<file path="src/rtl/axis_arb_pkg.sv">
// Shared types and helpers for the frame-granular AXI-Stream arbiter.
// Holds the arbiter state encoding and the byte-count rule for tkeep.
package axis_arb_pkg;

    typedef enum logic {
        IDLE   = 1'b0,
        ACTIVE = 1'b1
    } arb_state_t;

    localparam int              LEN_W      = 16;
    localparam logic [LEN_W-1:0] LEN_MAX   = 16'hFFFF;
    localparam int              MAX_KEEP_W = 64;

    // Only LSB-contiguous keep patterns carry bytes; sparse patterns count as zero.
    function automatic logic [LEN_W-1:0] keep_to_bytes(input logic [MAX_KEEP_W-1:0] keep,
                                                        input int keepW);
        logic [LEN_W-1:0]      n;
        logic [MAX_KEEP_W-1:0] mask;
        n    = '0;
        mask = '0;
        for (int i = 1; i <= MAX_KEEP_W; i++) begin
            mask = {mask[MAX_KEEP_W-2:0], 1'b1};
            if ((i <= keepW) && (keep == mask)) begin
                n = LEN_W'(i);
            end
        end
        return n;
    endfunction

endpackage

</file>
<file path="src/rtl/axis_rr_pick.sv">
// Combinational round-robin picker: first asserted request scanning from ptr upward,
// wrapping modulo N_PORTS.
module axis_rr_pick
    import axis_arb_pkg::*;
#(
    parameter int N_PORTS = 4,
    parameter int SRC_W   = $clog2(N_PORTS)
) (
    input  logic [N_PORTS-1:0] req,
    input  logic [SRC_W-1:0]   ptr,
    output logic [SRC_W-1:0]   gnt_idx,
    output logic               gnt_any
);

    int w_idx;

    always_comb begin
        gnt_idx = '0;
        gnt_any = 1'b0;
        w_idx   = 0;
        for (int k = 0; k < N_PORTS; k++) begin
            w_idx = int'(ptr) + k;
            if (w_idx >= N_PORTS) begin
                w_idx = w_idx - N_PORTS;
            end
            if (!gnt_any && req[w_idx[SRC_W-1:0]]) begin
                gnt_idx = w_idx[SRC_W-1:0];
                gnt_any = 1'b1;
            end
        end
    end

endmodule

</file>
<file path="src/rtl/axis_frame_arb.sv">
// Frame-granular round-robin AXI-Stream arbiter that also reports the byte length
// and source port of every forwarded frame.
module axis_frame_arb
    import axis_arb_pkg::*;
#(
    parameter int N_PORTS = 4,
    parameter int KEEP_W  = 8,
    parameter int SRC_W   = $clog2(N_PORTS)
) (
    input  logic                          clk,
    input  logic                          rst,
    input  logic [N_PORTS*8*KEEP_W-1:0]   s_axis_tdata,
    input  logic [N_PORTS*KEEP_W-1:0]     s_axis_tkeep,
    input  logic [N_PORTS-1:0]            s_axis_tvalid,
    input  logic [N_PORTS-1:0]            s_axis_tlast,
    output logic [N_PORTS-1:0]            s_axis_tready,
    output logic [8*KEEP_W-1:0]           m_axis_tdata,
    output logic [KEEP_W-1:0]             m_axis_tkeep,
    output logic                          m_axis_tvalid,
    output logic                          m_axis_tlast,
    input  logic                          m_axis_tready,
    output logic [LEN_W-1:0]              frame_len,
    output logic                          frame_len_valid,
    output logic [SRC_W-1:0]              frame_src
);

    localparam int DATA_W = 8 * KEEP_W;

    arb_state_t         r_state;
    arb_state_t         w_stateNext;
    logic [SRC_W-1:0]   r_grant;
    logic [SRC_W-1:0]   w_grantNext;
    logic [SRC_W-1:0]   r_rrPtr;
    logic [SRC_W-1:0]   w_rrPtrNext;
    logic [LEN_W-1:0]   r_acc;
    logic [LEN_W-1:0]   w_accNext;
    logic [LEN_W-1:0]   r_frameLen;
    logic [LEN_W-1:0]   w_frameLenNext;
    logic [SRC_W-1:0]   r_frameSrc;
    logic [SRC_W-1:0]   w_frameSrcNext;
    logic               r_lenValid;
    logic               w_lenValidNext;

    logic [SRC_W-1:0]   w_pickIdx;
    logic               w_pickAny;
    logic [DATA_W-1:0]  w_selData;
    logic [KEEP_W-1:0]  w_selKeep;
    logic               w_selValid;
    logic               w_selLast;
    logic               w_beat;
    logic [LEN_W-1:0]   w_beatBytes;
    logic [LEN_W:0]     w_sum;
    logic [LEN_W-1:0]   w_accSat;
    logic [SRC_W-1:0]   w_grantInc;

    axis_rr_pick #(
        .N_PORTS (N_PORTS),
        .SRC_W   (SRC_W)
    ) u_pick (
        .req     (s_axis_tvalid),
        .ptr     (r_rrPtr),
        .gnt_idx (w_pickIdx),
        .gnt_any (w_pickAny)
    );

    assign w_selData   = s_axis_tdata[int'(r_grant)*DATA_W +: DATA_W];
    assign w_selKeep   = s_axis_tkeep[int'(r_grant)*KEEP_W +: KEEP_W];
    assign w_selValid  = s_axis_tvalid[r_grant];
    assign w_selLast   = s_axis_tlast[r_grant];

    // Byte accumulation saturates so very long frames report LEN_MAX instead of wrapping.
    assign w_beatBytes = keep_to_bytes(MAX_KEEP_W'(w_selKeep), KEEP_W);
    assign w_sum       = {1'b0, r_acc} + {1'b0, w_beatBytes};
    assign w_accSat    = w_sum[LEN_W] ? LEN_MAX : w_sum[LEN_W-1:0];
    assign w_grantInc  = (r_grant == SRC_W'(N_PORTS - 1)) ? '0 : r_grant + 1'b1;

    // Next-state and datapath control: IDLE arbitrates for one cycle, ACTIVE passes
    // the granted port straight through until its tlast beat is accepted.
    always_comb begin
        w_stateNext    = r_state;
        w_grantNext    = r_grant;
        w_rrPtrNext    = r_rrPtr;
        w_accNext      = r_acc;
        w_frameLenNext = r_frameLen;
        w_frameSrcNext = r_frameSrc;
        w_lenValidNext = 1'b0;
        w_beat         = 1'b0;
        s_axis_tready  = '0;
        m_axis_tdata   = '0;
        m_axis_tkeep   = '0;
        m_axis_tvalid  = 1'b0;
        m_axis_tlast   = 1'b0;

        case (r_state)
            IDLE: begin
                if (w_pickAny) begin
                    w_grantNext = w_pickIdx;
                    w_accNext   = '0;
                    w_stateNext = ACTIVE;
                end
            end
            ACTIVE: begin
                m_axis_tdata           = w_selData;
                m_axis_tkeep           = w_selKeep;
                m_axis_tvalid          = w_selValid;
                m_axis_tlast           = w_selLast;
                s_axis_tready[r_grant] = m_axis_tready;
                w_beat                 = w_selValid & m_axis_tready;
                if (w_beat) begin
                    w_accNext = w_accSat;
                    if (w_selLast) begin
                        w_frameLenNext = w_accSat;
                        w_frameSrcNext = r_grant;
                        w_lenValidNext = 1'b1;
                        w_rrPtrNext    = w_grantInc;
                        w_stateNext    = IDLE;
                    end
                end
            end
            default: begin
                w_stateNext = IDLE;
            end
        endcase
    end

    // Reset abandons any frame in flight without reporting it.
    always_ff @(posedge clk) begin
        if (rst) begin
            r_state    <= IDLE;
            r_grant    <= '0;
            r_rrPtr    <= '0;
            r_acc      <= '0;
            r_frameLen <= '0;
            r_frameSrc <= '0;
            r_lenValid <= 1'b0;
        end else begin
            r_state    <= w_stateNext;
            r_grant    <= w_grantNext;
            r_rrPtr    <= w_rrPtrNext;
            r_acc      <= w_accNext;
            r_frameLen <= w_frameLenNext;
            r_frameSrc <= w_frameSrcNext;
            r_lenValid <= w_lenValidNext;
        end
    end

    assign frame_len       = r_frameLen;
    assign frame_src       = r_frameSrc;
    assign frame_len_valid = r_lenValid;

endmodule

</file>
<file path="config.mk">
export PLATFORM = sky130hd
export DESIGN_NAME = axis_frame_arb
export DESIGN_NICKNAME = d
export VERILOG_FILES = /design/src/rtl/axis_arb_pkg.sv /design/src/rtl/axis_rr_pick.sv /design/src/rtl/axis_frame_arb.sv
export SDC_FILE = /design/constraint.sdc
export NUM_CORES = 1
export LEC_CHECK = 0
export BUFFER_PORTS_ARGS = -buffer_cell sky130_fd_sc_hd__buf_2
export CAP_MARGIN = 20
export CORE_AREA = 5 5 149 151
export CTS_BUF_LIST = sky130_fd_sc_hd__clkbuf_4
export CTS_CLUSTER_SIZE = 30
export DETAILED_ROUTE_END_ITERATION = 12
export DIE_AREA = 0 0 154 156
export PLACE_DENSITY = 0.59
export SLEW_MARGIN = 10
export SYNTH_ARGS = -nofsm -noshare
export SYNTH_HDL_FRONTEND = slang
export SYNTH_SLANG_ARGS = --single-unit
</file>
<file path="constraint.sdc">
create_clock -name clk -period 3.6 [get_ports clk]
set_input_delay 0.18 -clock clk [delete_from_list [all_inputs] [get_ports clk]]
set_output_delay 0.18 -clock clk [all_outputs]
set_load 0.05 [all_outputs]
</file>
==> impl_summary.txt <==
----------------------------------------------------
[Status]
  Outcome ... finished, final reports clean

[Synthesis]
  Cell taking the most area after synthesis ... mux4_2
  Most used flip-flop cell after synthesis ... dfxtp_1
  Netlist Area Pre-Place ... 4560 um^2
  Average cell area after synthesis ... 9.98 um^2
  Instance count of the mapped netlist ... 457
  Synth async-reset ratio ... 0%
  Count of distinct cell types in the synthesized netlist ... 59
  Synth warn ... 0
  Synth area leaders ... mux4_2, dfxtp_1, and2_1
  EDFF count, synth ... 0
  Post-Synthesis Net Count ... 765
  Leading cell types by count after synthesis ... and2_1, mux4_2, dfxtp_1
  Register bit count reported by yosys ... 40
  Proportion of synthesized chip area in sequential cells ... 17.5%
  Share of the synthesized area in the top cell type ... 36.5%

[Placement]
  Dpl ws ... 0.00677 ns
  HPWL after DPL ... 22,100 um
  Number of buffer cells added on primary ports ... 395
  Placer's final routability congestion estimate ... 0.988
  Instance area at placement ... 6750 um^2

[Die]
  Starting density of the core ... 22.1%
  Total die area ... 24,000 um^2
  Number of core rows ... 53
  Width of the die ... 154 um
  Height of the die ... 156 um
  Placeable Area ... 20,700 um^2
  Number of top-level pins ... 396

[CTS]
  Clock buffer count from CTS ... 5
  Clock root cell ... clkbuf_4
  CTS H-tree depth ... 2
  Maximum count of clock buffers along a single path ... 2
  Clock-pin slew reported for the worst setup and hold paths after clock tree synthesis ... 0.14 ns
  Total clock sinks ... 40
  TritonCTS clock tree ... yes
  Cts hold-fix bufs ... 0
  Clk_lat worst skew ... 0.37 ns

[Setup path]
  Worst setup path class ... flip-flop to flip-flop
  Arrival time reported for the critical path endpoint ... 3.76 ns
  CP required ... 3.89 ns
  Capturing element type of the critical path ... flip-flop
  Critical Path Source Type ... flip-flop
  Worst-path fanout max ... 8

[Finish]
  Sequential cell area in the final layout ... 810 um^2
  Final instance area ... 6920 um^2
  Filler Cells Inserted ... 2,166
  Combined area of the multi-input logic cells ... 3530 um^2
  Area added between synthesis and finish ... 51.7%
  Layout cell share with drive strength beyond 1 ... 63.1%
  NumNets Final ... 1,141

[Global routing]
  Wire length of the first global-routing pass ... 35,800 um
  Number of global-route vias before repair ... 5,548
  Total global routing overflow ... 0
  Maximum number of pins on one net before global-route repair ... 81
  Number of antenna violations at the first check in global routing ... 36
  Aggregate global-route resource usage ... 19.8%

[STA]
  Slew Viols, Final ... 0
  Setup violation total in the final timing report ... 0
  Time the worst path needs with I/O delays and setup ... 3.47 ns
  Final count of hold timing violations ... 0
  Remaining max-slew budget at the tightest pin ... 42.9%
  Actual transition at the worst max-transition pin ... 0.857 ns
  Worst clock skew ... 0.0140 ns
  RSZ-0062 raised after global routing ... false
  Final critical-path share of the clock period ... 96.4%
  Upper clock frequency limit ... 0.288 GHz
  Slack of the critical path ... 0.130 ns
  Summed negative setup slack over all endpoints ... 0 ns

[Detailed routing]
  Detailed-route wire length per cell ... 22.9 um
  Number of violations reported at the end of detailed-routing iteration 0 ... 522
  Remaining routing DRC violations ... 0
  Routed via count divided by cell count ... 4.96
  Total Routed Length ... 25,700 um
  Number of optimization iterations in the first detailed-route pass ... 5
  Routed Antenna Nets ... 0
  Via count ... 5,551

[Power and ir drop]
  Areal power density over the cells ... 238 nW/um^2
  Total Power ... 0.00165 W
  Static power due to leakage ... 3.16 nW
  Highest ir drop seen on vdd ... 132 uV

[Flow run]
  Max capacitance violation total ... 0

[Min path]
  Kind of path behind the tightest hold check ... input pin to flip-flop

----------------------------------------------------
==> where the power goes <==
group	internal (W)	total, W	switching (W)
registers	0.000449	0.000456	0.00000710
logic	0.000354	0.000868	0.000514
clock network	0.000148	0.000324	0.000175
==> cell type report <==
cell class              count  share of cell area (%)
diodes                     10                   0.362
clock buffers               5                   0.542
clock inverters             3                   0.669
inverters                  12                   0.651
multi-input cells         365                    51.0
flip-flops and latches     40                    11.7
well taps                 275                    4.97
repair buffers            409                    30.1
==> stage by stage <==
step | hold WS, ns | std cells | utilization [%]
finish | 0.225 | 1119 | 33.4
global route | 0.263 | 1110 | 33.3
CTS | 0.207 | 1106 | 33.0
detailed placement | 0.440 | 1098 | 32.6
global placement | 0.433 | 1098 | 32.6
floorplan | 0.446 | 457 | -
==> registers in the layout, indices dropped and copies added, names as in the netlist <==
register and flops:
r_rrPtr 2, r_state 1, frame_len_valid 1, r_acc 16
r_grant 2, frame_len 16, frame_src 2
==> placed cells by master, fill, tap and decap left out, types with 3 or more instances in the layout <==
master	Yosys	routed
clkbuf_4	0	6
o22ai_1	5	5
a21oi_1	31	27
nand4b_1	3	3
a21oi_2	0	4
buf_2	10	395
o21ai_0	18	18
nor3_1	6	6
nand4_1	4	4
nor2_1	30	29
buf_4	7	13
mux4_2	74	74
and2_1	74	74
and3_1	8	8
nand2_1	28	28
a21o_1	3	3
a211oi_2	5	5
inv_1	11	11
a211o_1	3	3
diode_2	0	10
nand3_1	12	12
mux2_2	4	4
a31oi_1	6	5
dfxtp_1	40	37
ha_1	8	7
==> path summary, 6_finish.rpt <==
kind | cells past startpoint | endpoint | slack (ns) | startpoint
worst min register to register | 2 | frame_len[11] | 0.47 | frame_len[11]
worst max-delay path | 12 | frame_len[12] | 0.13 | r_grant[0]
worst max register to register | 12 | frame_len[12] | 0.13 | r_grant[0]
worst min-delay path | 3 | r_grant[1] | 0.23 | s_axis_tvalid[3]
==> kinds of logic after synthesis <==
kind of cell,synth area share [%]
compound gates,13.2
xor+xnor,0.768
fa+ha+maj,2.63
buf+inv,5.95
flops,17.5
mux,37.5
simple gates,22.4
==> worst max-delay path, cell delays in order, from the launching register on <==
cell and delay [ns]:
dfxtp_4 0.43, clkbuf_4 0.20, mux4_2 0.52, inv_1 0.09
or2_1 0.18, a2bb2oi_1 0.19, nor2_1 0.09, ha_2 0.20
fa_2 0.37, a211o_1 0.33, and4_2 0.31, a31o_2 0.27
a32o_1 0.21
==> what timing repair did <==
action,4_1_cts,5_1_grt
gates cloned,0,0
pin swaps,0,5
setup buffers,0,3
gates resized for setup,1,11
setup endpoints to repair,2,27
==> per-layer routing <==
metal	vias to the layer above	global-route usage, %	share of wire (%)
li1	2529	-	-
met1	2585	25.2	37
met2	344	29.2	43
met3	61	11.9	18
met4	32	3.70	1.9
met5	-	0	0.71
No activity file was read; power rests on OpenSTA's default activity.
